--- config.mk ---
export PLATFORM = sky130hd
export DESIGN_NAME = fadd_result_queue
export DESIGN_NICKNAME = d
export VERILOG_FILES = /design/src/rtl/fadd_result_queue.sv
export SDC_FILE = /design/constraint.sdc
export NUM_CORES = 1
export LEC_CHECK = 0
export BUFFER_PORTS_ARGS = -buffer_cell sky130_fd_sc_hd__buf_2
export CAP_MARGIN = 25
export CELL_PAD_IN_SITES_DETAIL_PLACEMENT = 2
export CELL_PAD_IN_SITES_GLOBAL_PLACEMENT = 2
export CORE_AREA = 2 2 143 145
export DETAILED_ROUTE_END_ITERATION = 8
export DIE_AREA = 0 0 145 147
export PLACE_DENSITY_LB_ADDON = 0.05
export SYNTH_ARGS = -nofsm -noshare
export SYNTH_HDL_FRONTEND = slang
export SYNTH_SLANG_ARGS = --single-unit
--- constraint.sdc ---
create_clock -name sys_clk -period 2.4 [get_ports sys_clk]
set_clock_uncertainty 0.15 [all_clocks]
set_input_delay 0.12 -clock sys_clk [delete_from_list [all_inputs] [get_ports sys_clk]]
set_output_delay 0.12 -clock sys_clk [all_outputs]
set_load 0.1 [all_outputs]
--- src/rtl/fadd_result_queue.sv ---
// fadd_result_queue: credit-metered capture queue pairing fixed-latency fadd results
// with their issue tags and presenting them to writeback via valid/ready.
module fadd_result_queue #(
  parameter int DEPTH = 4,
  parameter int TAG_W = 5,
  parameter int LAT   = 3
) (
  input  logic                       sys_clk,
  input  logic                       rst,
  input  logic                       issue_valid,
  input  logic [TAG_W-1:0]           issue_tag,
  output logic                       issue_ready,
  output logic                       fadd_start,
  input  logic                       res_valid_in,
  input  logic [31:0]                res_data_in,
  output logic                       wb_valid,
  output logic [31:0]                wb_data,
  output logic [TAG_W-1:0]           wb_tag,
  input  logic                       wb_ready,
  output logic [$clog2(DEPTH):0]     count,
  output logic                       err_overflow,
  output logic                       err_misalign
);
  localparam int AW = $clog2(DEPTH);
  localparam int CW = AW + 1;
  logic [CW-1:0]    credits_q, credits_d, count_q, count_d;
  logic [AW-1:0]    rd_q, wr_q;
  logic [LAT-1:0]   pipe_v_q;
  logic [TAG_W-1:0] pipe_t_q [LAT];
  logic [31:0]      mem_d_q [DEPTH];
  logic [TAG_W-1:0] mem_t_q [DEPTH];
  logic             ovf_q, mis_q;
  logic             pop, full, push_try, push;
  assign issue_ready  = credits_q != '0;
  // gated by reset so no add launches while the queue is being cleared
  assign fadd_start   = issue_valid & issue_ready & rst;
  assign wb_valid     = count_q != '0;
  assign pop          = wb_valid & wb_ready;
  assign full         = count_q == CW'(DEPTH);
  assign push_try     = res_valid_in & pipe_v_q[LAT-1];
  assign push         = push_try & (!full | pop);
  assign wb_data      = mem_d_q[rd_q];
  assign wb_tag       = mem_t_q[rd_q];
  assign count        = count_q;
  assign err_overflow = ovf_q;
  assign err_misalign = mis_q;
  always_comb begin
    credits_d = credits_q - CW'(fadd_start) + CW'(pop);
    count_d   = count_q + CW'(push) - CW'(pop);
  end
  always_ff @(posedge sys_clk or negedge rst) begin
    if (!rst) begin
      credits_q <= CW'(DEPTH);
      count_q   <= '0;
      rd_q      <= '0;
      wr_q      <= '0;
      pipe_v_q  <= '0;
      ovf_q     <= 1'b0;
      mis_q     <= 1'b0;
      for (int i = 0; i < LAT; i++) pipe_t_q[i] <= '0;
      for (int i = 0; i < DEPTH; i++) begin
        mem_d_q[i] <= '0;
        mem_t_q[i] <= '0;
      end
    end else begin
      credits_q   <= credits_d;
      count_q     <= count_d;
      pipe_v_q    <= {pipe_v_q[LAT-2:0], fadd_start};
      pipe_t_q[0] <= issue_tag;
      for (int i = 1; i < LAT; i++) pipe_t_q[i] <= pipe_t_q[i-1];
      if (push) begin
        mem_d_q[wr_q] <= res_data_in;
        mem_t_q[wr_q] <= pipe_t_q[LAT-1];
        wr_q          <= wr_q + AW'(1);
      end
      if (pop) rd_q <= rd_q + AW'(1);
      ovf_q <= ovf_q | (push_try & full & !pop);
      mis_q <= mis_q | (pipe_v_q[LAT-1] & !res_valid_in);
    end
  end
endmodule

==> impl_metrics.json <==
{
  "critPathBufInv": 1,
  "crit_fanout": 3,
  "worstPathArrival_ps": 2510,
  "grt_usage_pct": 17.2,
  "regArea_sq_um": 4470,
  "reg2reg_depth": 8,
  "yosys_warnings": 0,
  "rsz0062_at_grt": "no",
  "synth_cell_type_count": 22,
  "clock.fmax_mhz": 432,
  "status": "finished clean",
  "coreArea_sq_um": 19800,
  "routed_wirelength_mm": 16.9,
  "setup_viol": 0,
  "startpoint_type": "register",
  "cp-end-kind": "register",
  "drt_iter0_drc": 101,
  "path_cells": "or3_4 > and3_4 > ha_4 > inv_2 > ha_4 > fa_2 > xnor2_2 > xnor2_1",
  "post-cts-setup-buffers": 0,
  "yosys.area.top_type": "dfrtp_1",
  "min_period_over_period_pct": 96.5,
  "path_clk_slew_ps": 70,
  "vias": 4191,
  "cts_sinks": 178,
  "dp_hpwl_mm": 10.7,
  "met1_usage_pct": 21.9,
  "final_cells": 852,
  "grt_overflow_total": 0,
  "multi_input_area_sq_um": 2890,
  "first_pass_iters": 2,
  "placed_cells": 780,
  "worst-slew-pin-transition_ps": 849,
  "synthCells": 430,
  "crit_start": "credits_q[2]",
  "ys_top_cells_by_area": "dfrtp_1 (59%), mux2_2 (22%), mux4_2 (11%)",
  "crit_type": "reg -> reg",
  "cts_max_path_buffers": 2,
  "drv_slew": 0,
  "synth_area_sq_um": 7540,
  "avgSynthCellArea_sq_um": 17.5,
  "num_antenna_cells": 0,
  "nFillCells": 1876,
  "r2r-start": "credits_q[2]",
  "drc": 0,
  "finalHoldWorstSlack_ps": 138,
  "syn_nets": 482,
  "use_met3_pct": 3.79,
  "final_nets": 622,
  "fp.dieW_microns": 145,
  "rows": 52,
  "crit_cells": 8,
  "die_y_microns": 147,
  "finalHoldViolations": 0,
  "avgRoutedWirePerCell_microns": 19.9,
  "cts_buffers": 17,
  "drv_cap": 0,
  "ctsResizeCount": 0,
  "grt_pass1_wl_mm": 28.2,
  "grt_max_degree": 68,
  "setup_tns_ps": 0,
  "gp_congestion": 0.703,
  "critPathRequiredTime_ps": 2600,
  "synthToLayoutAreaGrowth_pct": 24.1,
  "crit_family": "adder cells",
  "die_area_sq_um": 21300,
  "clock_latency_ps": 420,
  "io_pins": 87,
  "grtUsageMet2_pct": 29.9,
  "cp_common_cell": "ha_4",
  "min_path_type": "in -> async",
  "cts_tree": "built",
  "critPathSlowestCell": "dfstp_2",
  "drive_gt1_share_pct": 58.8,
  "maxSlewHeadroom_pct": 43.4,
  "h-tree-depth": 4,
  "yosysSeqAreaShare_pct": 59.1,
  "max_stage_delay_ps": 380,
  "vias_per_cell": 4.92,
  "grt_pass1_vias": 4990,
  "final_util_pct": 47.1,
  "start_util_pct": 38.0,
  "ant_nets": 0,
  "cts-root-buf": "clkbuf_16",
  "grt-busiest-layer": "met2",
  "ys_ff_latch": 178,
  "antenna_found_initial": 0,
  "synth_top_area_share_pct": 58.8,
  "min_period_ps": 2320,
  "ctsHoldBuffers": 41,
  "port_buffers": 86
}
## Yosys cell counts (all sizes together)
cell type and count:
a21o 1, a31o 1, and3 1, buf 22, clkbuf 2, dfrtp 177, dfstp 1, fa 2
ha 8, inv 11, mux2 149, mux4 37, nand2 2, nor2 1, nor3b 4, nor4b 1
o31a 1, or3 2, xnor2 6, xor2 1
## through the flow
step	area, sq um	setup WS (ps)
2_1_floorplan	7600	-174
3_3_place_gp	8390	148
3_5_place_dp	8390	91.5
4_1_cts	9350	56.9
5_1_grt	9350	4.52
6_report	9350	84.6
## sequential cells by signal, indices dropped and copies added (netlist names)
signal,cells
count,3
err_misalign,1
pipe_v_q,3
rd_q,2
mem_t_q,20
credits_q,3
mem_d_q,128
err_overflow,1
wr_q,2
pipe_t_q,15
## worst register-to-register path, delay by kind of cell (launching register included)
kind | cells | cell delay [ps]
simple gates | 2 | 560
flops | 1 | 380
xor+xnor | 2 | 310
buf+inv | 1 | 40
fa+ha+maj | 3 | 790
## layer usage
layer	share of wire, %	vias up
li1	-	1853
met1	43	2261
met2	53	61
met3	3.0	16
met4	1.3	0
met5	0	-
## cells by family (layout without fill, tap and decap cells)
kind of cell	Yosys count	after routing	share of synthesized area [%]
adders and majority gates	10	10	1.86
buffers and inverters	35	187	3.47
AOI/OAI and AO/OA	3	3	0.332
and+or+nand+nor	11	11	1.11
muxes	186	186	33.3
DFF	178	178	59.1
xor gates and xnor gates	7	7	0.813
## worst paths after layout
check | endpoint | slack, ps
max reg2reg | credits_q[2] | 80
min | mem_d_q[97] | 140
max in group asynchronous | rd_q[1] | 720
min in group sys_clk | pipe_t_q[13] | 180
min reg2reg | pipe_t_q[6] | 200
max | credits_q[2] | 80
## layout by cell type (no fill, tap or decap), types with 4 or more instances in the layout
cell type	instances
clkbuf_16	17
ha_1	6
mux2_2	149
inv_6	5
dfrtp_1	172
dlygate4sd3_1	41
xnor2_1	5
buf_12	6
mux4_2	37
buf_4	13
inv_1	10
buf_2	84
nor3b_2	4
## final cells by class
cell class	count	area share [%]
sequential	178	47.8
inverter	11	0.441
tap	270	3.61
multi-input combinational	217	30.9
clock inverter	14	1.38
timing repair buffer	145	11.3
clock buffer	17	4.55
Power is not shown: default switching activity piles up to over one toggle a cycle in this logic, so the estimate is an artifact.
